<file path="src/rtl/brisc_pkg.sv">
// Shared BRISC types and widths: request control/size encodings, address and data widths,
// and the default store buffer depth.
package brisc_pkg;

    localparam int ADDRESS_WIDTH = 32;
    localparam int XLEN          = 32;
    localparam int STB_DEPTH     = 4;

    typedef enum logic [1:0] {
        IS_STORE = 2'd0,
        IS_LOAD  = 2'd1,
        OTHER    = 2'd2
    } stb_ctrl_e;

    typedef enum logic {
        B = 1'b0,
        W = 1'b1
    } data_size_e;

endpackage

</file>
<file path="src/rtl/brisc_stb_match.sv">
// Per-entry address compare against a load, with youngest-match priority select.
// any_word_o flags any live entry in the same word; hit_o/idx_o name the youngest usable source.
module brisc_stb_match
    import brisc_pkg::*;
#(
    parameter int DEPTH = STB_DEPTH,
    parameter int AW    = ADDRESS_WIDTH
) (
    input  logic [$clog2(DEPTH)-1:0] rd_ptr_i,
    input  logic [$clog2(DEPTH):0]   count_i,
    input  logic [AW-1:0]            entry_addr_i [DEPTH],
    input  data_size_e               entry_size_i [DEPTH],
    input  logic [AW-1:0]            ld_addr_i,
    input  data_size_e               ld_size_i,
    output logic                     any_word_o,
    output logic                     hit_o,
    output logic [$clog2(DEPTH)-1:0] idx_o
);

    logic [$clog2(DEPTH)-1:0] idx;
    logic                     word_eq;

    // Walk from oldest to youngest so the last match written wins.
    always_comb begin
        any_word_o = 1'b0;
        hit_o      = 1'b0;
        idx_o      = rd_ptr_i;
        idx        = '0;
        word_eq    = 1'b0;
        for (int k = 0; k < DEPTH; k++) begin
            idx     = rd_ptr_i + k[$clog2(DEPTH)-1:0];
            word_eq = (entry_addr_i[idx][AW-1:2] == ld_addr_i[AW-1:2]);
            if (k < int'(count_i) && word_eq) begin
                any_word_o = 1'b1;
                if (ld_size_i == W || entry_size_i[idx] == W ||
                    entry_addr_i[idx][1:0] == ld_addr_i[1:0]) begin
                    hit_o = 1'b1;
                    idx_o = idx;
                end
            end
        end
    end

endmodule

</file>
<file path="src/rtl/brisc_store_buffer.sv">
// Circular store buffer between the memory stage and the data cache, with load lookup.
// Macro BRISC_STB_FWD_EN enables store-to-load forwarding; otherwise matching loads stall.
module brisc_store_buffer
    import brisc_pkg::*;
#(
    parameter int DEPTH = STB_DEPTH,
    parameter int AW    = ADDRESS_WIDTH,
    parameter int DW    = XLEN
) (
    input  logic                   clk,
    input  logic                   reset,
    input  logic                   req_valid_i,
    input  stb_ctrl_e              req_ctrl_i,
    input  logic [AW-1:0]          req_addr_i,
    input  logic [DW-1:0]          req_data_i,
    input  data_size_e             req_size_i,
    output logic                   stall_o,
    output logic                   ld_hit_o,
    output logic [DW-1:0]          ld_data_o,
    output logic                   drain_valid_o,
    output logic [AW-1:0]          drain_addr_o,
    output logic [DW-1:0]          drain_data_o,
    output data_size_e             drain_size_o,
    input  logic                   drain_ready_i,
    output logic                   empty_o,
    output logic [$clog2(DEPTH):0] count_o
);

    localparam int PW = $clog2(DEPTH);
    localparam int CW = PW + 1;

    logic [AW-1:0] addr_q [DEPTH];
    logic [DW-1:0] data_q [DEPTH];
    data_size_e    size_q [DEPTH];
    logic [PW-1:0] wr_ptr_q, wr_ptr_d, rd_ptr_q, rd_ptr_d;
    logic [CW-1:0] count_q, count_d;

    logic store_req, load_req, full, enq, pop, load_stall;
    logic m_any, m_hit;
    logic [PW-1:0] m_idx;

    assign store_req = req_valid_i && (req_ctrl_i == IS_STORE);
    assign load_req  = req_valid_i && (req_ctrl_i == IS_LOAD);
    assign full      = (count_q == CW'(DEPTH));
    assign empty_o   = (count_q == '0);
    assign count_o   = count_q;
    assign enq       = store_req && !full;

    // Drain handshake: the oldest entry is offered while drain_valid_o is high and its
    // fields hold steady; it leaves the buffer on any edge where drain_ready_i is also high.
    // Reset masks valid so no handshake can complete in the reset cycle.
    assign drain_valid_o = !empty_o && !reset;
    assign pop           = drain_valid_o && drain_ready_i;
    assign drain_addr_o  = addr_q[rd_ptr_q];
    assign drain_data_o  = data_q[rd_ptr_q];
    assign drain_size_o  = size_q[rd_ptr_q];

    brisc_stb_match #(.DEPTH(DEPTH), .AW(AW)) u_match (
        .rd_ptr_i     (rd_ptr_q),
        .count_i      (count_q),
        .entry_addr_i (addr_q),
        .entry_size_i (size_q),
        .ld_addr_i    (req_addr_i),
        .ld_size_i    (req_size_i),
        .any_word_o   (m_any),
        .hit_o        (m_hit),
        .idx_o        (m_idx)
    );

`ifdef BRISC_STB_FWD_EN
    logic          partial, unused_match;
    logic [DW-1:0] src_data, lane;

    // A byte store cannot supply a whole word, so the load waits for it to drain.
    assign partial      = m_hit && (req_size_i == W) && (size_q[m_idx] == B);
    assign src_data     = data_q[m_idx];
    assign lane         = (size_q[m_idx] == W) ? (src_data >> {req_addr_i[1:0], 3'b000}) : src_data;
    assign load_stall   = load_req && partial;
    assign ld_hit_o     = load_req && m_hit && !partial;
    assign ld_data_o    = !ld_hit_o ? '0 :
                          (req_size_i == W) ? src_data : {{(DW-8){1'b0}}, lane[7:0]};
    assign unused_match = m_any;
`else
    logic unused_match;

    assign load_stall   = load_req && m_any;
    assign ld_hit_o     = 1'b0;
    assign ld_data_o    = '0;
    assign unused_match = ^{m_hit, m_idx};
`endif

    assign stall_o = (store_req && full) || load_stall;

    always_comb begin
        wr_ptr_d = wr_ptr_q + PW'(enq);
        rd_ptr_d = rd_ptr_q + PW'(pop);
        count_d  = count_q + CW'(enq) - CW'(pop);
    end

    always_ff @(posedge clk) begin
        if (reset) begin
            wr_ptr_q <= '0;
            rd_ptr_q <= '0;
            count_q  <= '0;
        end else begin
            wr_ptr_q <= wr_ptr_d;
            rd_ptr_q <= rd_ptr_d;
            count_q  <= count_d;
        end
    end

    always_ff @(posedge clk) begin
        if (enq) begin
            addr_q[wr_ptr_q] <= req_addr_i;
            data_q[wr_ptr_q] <= req_data_i;
            size_q[wr_ptr_q] <= req_size_i;
        end
    end

endmodule
</file>
<file path="config.mk">
export PLATFORM = sky130hd
export DESIGN_NAME = brisc_store_buffer
export DESIGN_NICKNAME = d
export VERILOG_FILES = /design/src/rtl/brisc_pkg.sv /design/src/rtl/brisc_stb_match.sv /design/src/rtl/brisc_store_buffer.sv
export SDC_FILE = /design/constraint.sdc
export NUM_CORES = 1
export LEC_CHECK = 0
export CORE_MARGIN = 4
export CORE_UTILIZATION = 45
export CTS_CLUSTER_SIZE = 20
export DETAILED_ROUTE_END_ITERATION = 8
export PLACE_DENSITY = 0.66
export SETUP_SLACK_MARGIN = 0.2
export SLEW_MARGIN = 20
export SYNTH_ARGS = -nofsm -noshare
export SYNTH_HDL_FRONTEND = slang
export SYNTH_HIERARCHICAL = 1
export SYNTH_SLANG_ARGS = --single-unit
</file>
<file path="constraint.sdc">
create_clock -name clk -period 9.2 [get_ports clk]
set_input_delay 1.84 -clock clk [delete_from_list [all_inputs] [get_ports clk]]
set_output_delay 1.84 -clock clk [all_outputs]
set_load 0.02 [all_outputs]
</file>
* Word-level counts from Yosys, hierarchy flattened
Memory sizes are Yosys's and may differ from the RTL's. A register that Yosys moved wholly into a read port is not among the register bits. Index checks and enable logic that the tools add are counted.
Storage, ports and cells: flip-flop bits (word level) 139, word-level logic and storage cells 86, memory bits (writable) 128, input port bits 71, memories kept 1
Operators by class: eq/ne operators 6, multiplexer cells 28, reduce and logical (&&, ||, !) cells 18, bitwise logic cells 5, magnitude comparators 10, add/subtract/negate cells 7
Memory list:
- data_q | words 4, width 32, rd ports 1, clocked after Yosys merged registers in 1, write ports 1, line brisc_store_buffer.sv:33 | logic [DW-1:0] data_q [DEPTH];
Operators with widths (number):
- $mux W32 | 9
- $bmux W32 S2 | 4
- $bwmux W128 | 1
- $eq A30 B30 Y1 | 4
- $demux W32 S2 | 1
- $ge A3 B3 Y1 const B | 5
- $not A2 Y3 | 5
- $logic_and A1 B1 Y1 | 12
- $mux W1 | 9
- $lt A1 B3 Y1 const A | 2
- $lt A2 B3 Y1 const A | 2
- $add A2 B1 Y2 | 2
- $add A2 B2 Y2 const B | 2
- $bwmux W4 | 1
- $add A3 B1 Y3 | 1
- $eq A3 B3 Y1 const B | 1
- $logic_not A1 Y1 | 3
- $logic_not A3 Y1 | 1
- $lt A3 B1 Y1 const B | 1
- $sub A3 B1 Y3 | 1
- $add A2 B1 Y2 const B | 1
- $bmux W1 S2 | 1
- $demux W1 S2 | 1
- $eq A2 B1 Y1 const B | 1
- other kinds (3) | 3

* Longest topological paths before layout
depth after elaboration 12, gate-level depth with buffers 15, mapped depth without buffers 10

* Cells and area by module
The synthesis kept the hierarchy.
By module, submodules not included:
- brisc_store_buffer | times used 1, cells each 416, area each 10029.6 um^2
- brisc_stb_match | times used 1, cells each 565, area each 5049.8 um^2

* Worst setup path after synthesis
OpenSTA, ideal clock, no wires.
path type in2reg, start input port req_ctrl_i[1], end register addr_q[100] (netlist bit) (enable), library setup time 0.568 ns, setup slack 1.786 ns, cell stages on the path 4, arrival 6.846 ns, cells stage by stage nand2b_1 -> or3_1 -> buf_6 -> nor3_1
On the way: longest elaborated chain between the ends 3
Ends and longest elaborated chain:
- start: declaration | line brisc_store_buffer.sv:13 | input stb_ctrl_e req_ctrl_i,
- $logic_not A2 Y1 | line brisc_store_buffer.sv:42 | assign store_req = req_valid_i && (req_ctrl_i == IS_STORE);
- $logic_and A1 B1 Y1 | line brisc_store_buffer.sv:42
- $logic_and A1 B1 Y1 | line brisc_store_buffer.sv:47 | assign enq = store_req && !full;
- end signal: indexed assignment | line brisc_store_buffer.sv:114 | addr_q[wr_ptr_q] <= req_addr_i;
- end: declaration | line brisc_store_buffer.sv:32 | logic [AW-1:0] addr_q [DEPTH];
Every way passes these cells. A chain may end at the register's enable or synchronous reset.

* Worst setup path in the final report
start input port req_addr_i[20], end output port stall_o
On the way: longest elaborated chain between the ends 8
Ends and longest elaborated chain:
- start: declaration | line brisc_store_buffer.sv:14 | input logic [AW-1:0] req_addr_i,
- $eq A30 B30 Y1 | line brisc_stb_match.sv:32 | word_eq = (entry_addr_i[idx][AW-1:2] == ld_addr_i[AW-1:2]);
- $logic_and A1 B1 Y1 | line brisc_stb_match.sv:33 | if (k < int'(count_i) && word_eq) begin
- $mux W1 (3 in a row) | line brisc_stb_match.sv:33
- $mux W1 * | line brisc_stb_match.sv:33
- named net m_any | line brisc_store_buffer.sv:39 | logic m_any, m_hit;
- $logic_and A1 B1 Y1 * | line brisc_store_buffer.sv:86 | assign load_stall = load_req && m_any;
- $logic_or A1 B1 Y1 * | line brisc_store_buffer.sv:92 | assign stall_o = (store_req && full) || load_stall;
- end: declaration | line brisc_store_buffer.sv:17 | output logic stall_o,
Mark *: on every way through the listed nets, which the timed path passes. The rest lies on a longest branch.

==> metrics.md <==
| Metric | Value |
|---|---|
| Status | complete, no violations |
| Crit share post-route | between 70% and 80% |
| Num rows | 65 |
| Num CTS Buffers | 29 |
| Final Hold Fails | 0 |
| Worst hold slack | 0.662 ns |
| CP arrival | 5.00 ns |
| Ports | 175 |
| Die width | 188 µm |
| Syn Area/Cell | 15.7 µm² |
| Crit path capture type | output pin |
| Final #Nets | ~1100 |
| Initial Util | 46.0% |
| Post-DRT Antenna Nets | 0 |
| Final setup violation count | 0 |
| Via count | 8682 |
| Slew Limit Fails | 0 |
| WP data required | ~7.4 ns |
| Leak | 5.16 nW |
| Syn Inst Count | 932 |
| Pin count of the biggest net entering global routing | about 130 |
| Die Y | 188 µm |
| DP HPWL | around 24000 µm |
| Slew @ Worst Pin | slightly above 1 ns |
| Ratio of cells with drive above 1 in the final layout | 16.9% |
| H-tree depth | 1 |
| YS warnings | 6 |
| Layout Cells excl Fill | approximately 1500 |
| Antenna diodes | 0 |
| Worst-path fanout max | 8 |
| Total grt overflow | 0 |
| Final RePlAce weighted congestion | between 0.9 and 1 |
| Worst Skew | about 0.013 ns |
| Vias in the first global route | 8889 |
| Max Root-Sink Buffers | 3 |
| DRT Wirelength | 35200 µm |
| Pre-antenna DRT Iters | 5 |
| Postcts setup bufs | 0 |
| Fillers | approximately 2600 |
| Clock Pin Slew Worst Setup and Hold Paths | 0.06 ns |
| Vias per cell | 5.80 |
| Per-cell routed wire length | 23.5 µm |
| Total Routing Usage GR | 19.4% |
| Core Region | 0.0318 mm² |
| Drt initial violations | 585 |
| WS Path Type | input pin to output pin |
| Drc violations | 0 |
| Post-CTS Resized | 0 |
| Clk_lat worst skew | 0.57 ns |
| Final min period | roughly 6.8 ns |
| Metal2 WL | 16300 µm |
| Global-route wire length before repair | 54000 µm |
| Slew headroom | 32.0% |
| # placed instances | around 1400 |
| WL met1 | 15000 µm |
| CP startpoint kind | input pin |
| Area Growth Syn to Fin | 16.7% |
| Worst vdd ir | 0.226 mV |
| PD cells | 230 mW/mm² |
| Clk sinks | ~270 |
| Antenna violations before repair | 3 |
| TritonCTS clock tree | built |
| Final core utilization | between 50% and 60% |
| HP Class | flip-flop to flip-flop |
| CTS Hold Buffers Added | 0 |
| Final setup TNS | 0 ns |
| Fmax | 146 MHz |
| Max Used Layer | met5 |
| RSZ-0062 raised after global routing | false |
| DR WL met3 | 2780 µm |
| Die Area | 0.0354 mm² |
| Synthesized cell area | 0.0146 mm² |
| IO Port Bufs | 141 |
| Max_cap viols | 0 |
| Clock Tree Root | clkbuf_16 |
## cell type report
| cell class | count | area (µm²) | area share [%] |
|---|---|---|---|
| Clock buffer | 38 | 779 | 4.57 |
| Tap cell | 435 | 544 | 3.19 |
| Sequential cell | 267 | 7960 | 46.6 |
| Clock inverter | 16 | 179 | 1.05 |
| Multi-Input combinational cell | 579 | 6040 | 35.4 |
| Inverter | 8 | 31.3 | 0.183 |
| Timing Repair Buffer | 153 | 1540 | 9.02 |
## report_power, final
part,internal (mW),switching [mW]
combinational,0.634,0.684
sequential,1.37,0.0670
clock,0.683,0.483
## final timing paths
check | start | to | slack (ns) | cells past startpoint
setup / recovery | req_addr_i[20] | stall_o | 2.36 | 10
hold / removal | wr_ptr_q[1]$_SDFF_PP0_ | wr_ptr_q[1]$_SDFF_PP0_ | 0.66 | 2
setup reg to reg | count_o[1]$_SDFF_PP0_ | data_q[3][12]$_DFFE_PP_ | 6.34 | 5
hold reg to reg | wr_ptr_q[1]$_SDFF_PP0_ | wr_ptr_q[1]$_SDFF_PP0_ | 0.66 | 2
## metrics by stage
step | setup WS, ns | power [mW] | instance area [µm²]
6_report | 2.36 | 3.92 | 17100
5_1_grt | 2.18 | 4.10 | 17100
4_1_cts | 2.36 | 3.96 | 17100
3_5_place_dp | 2.35 | 2.78 | 16100
3_3_place_gp | 2.40 | 2.78 | 16100
2_1_floorplan | 1.79 | 2.40 | 14700
## critical path, stage by stage
cell	delay [ns]
clkdlybuf4s50_1	0.64
inv_1	0.15
a221oi_1	0.35
o221ai_1	0.18
a2111o_1	0.41
a2111oi_2	0.39
nand3b_1	0.23
mux2i_1	0.10
nor2_1	0.09
clkdlybuf4s50_1	0.60
## state kept, by name, summed over array words and instances (netlist names)
name,flops
addr_q,128
count_o,3
rd_ptr_q,2
size_q,4
data_q,128
wr_ptr_q,2
## cell usage in the layout (no fill, tap or decap), types with 5 or more instances in the layout
| cell type | instances |
|---|---|
| mux2_2 | 7 |
| a21oi_1 | 28 |
| clkinv_1 | 5 |
| nor4_1 | 11 |
| xor2_1 | 42 |
| clkdlybuf4s50_1 | 141 |
| o22ai_1 | 9 |
| dfxtp_1 | 5 |
| o211ai_1 | 5 |
| buf_4 | 9 |
| mux2i_1 | 99 |
| a211oi_1 | 22 |
| nor2b_1 | 20 |
| nand4_1 | 14 |
| nor3_1 | 6 |
| clkbuf_1 | 7 |
| mux4_2 | 107 |
| conb_1 | 33 |
| a2bb2oi_1 | 5 |
| edfxtp_1 | 260 |
| clkbuf_16 | 29 |
| nor2_1 | 21 |
| o21ai_0 | 11 |
| xnor2_1 | 71 |
| nand2_1 | 14 |
| a221oi_1 | 5 |
| inv_1 | 6 |
## routing by layer
layer  track usage (%)  up-vias
li1                  -     3889
met1              26.9     4403
met2              30.5      318
met3              5.35       68
met4              5.42        4
met5                 0        -
No activity file was read; power rests on OpenSTA's default activity.
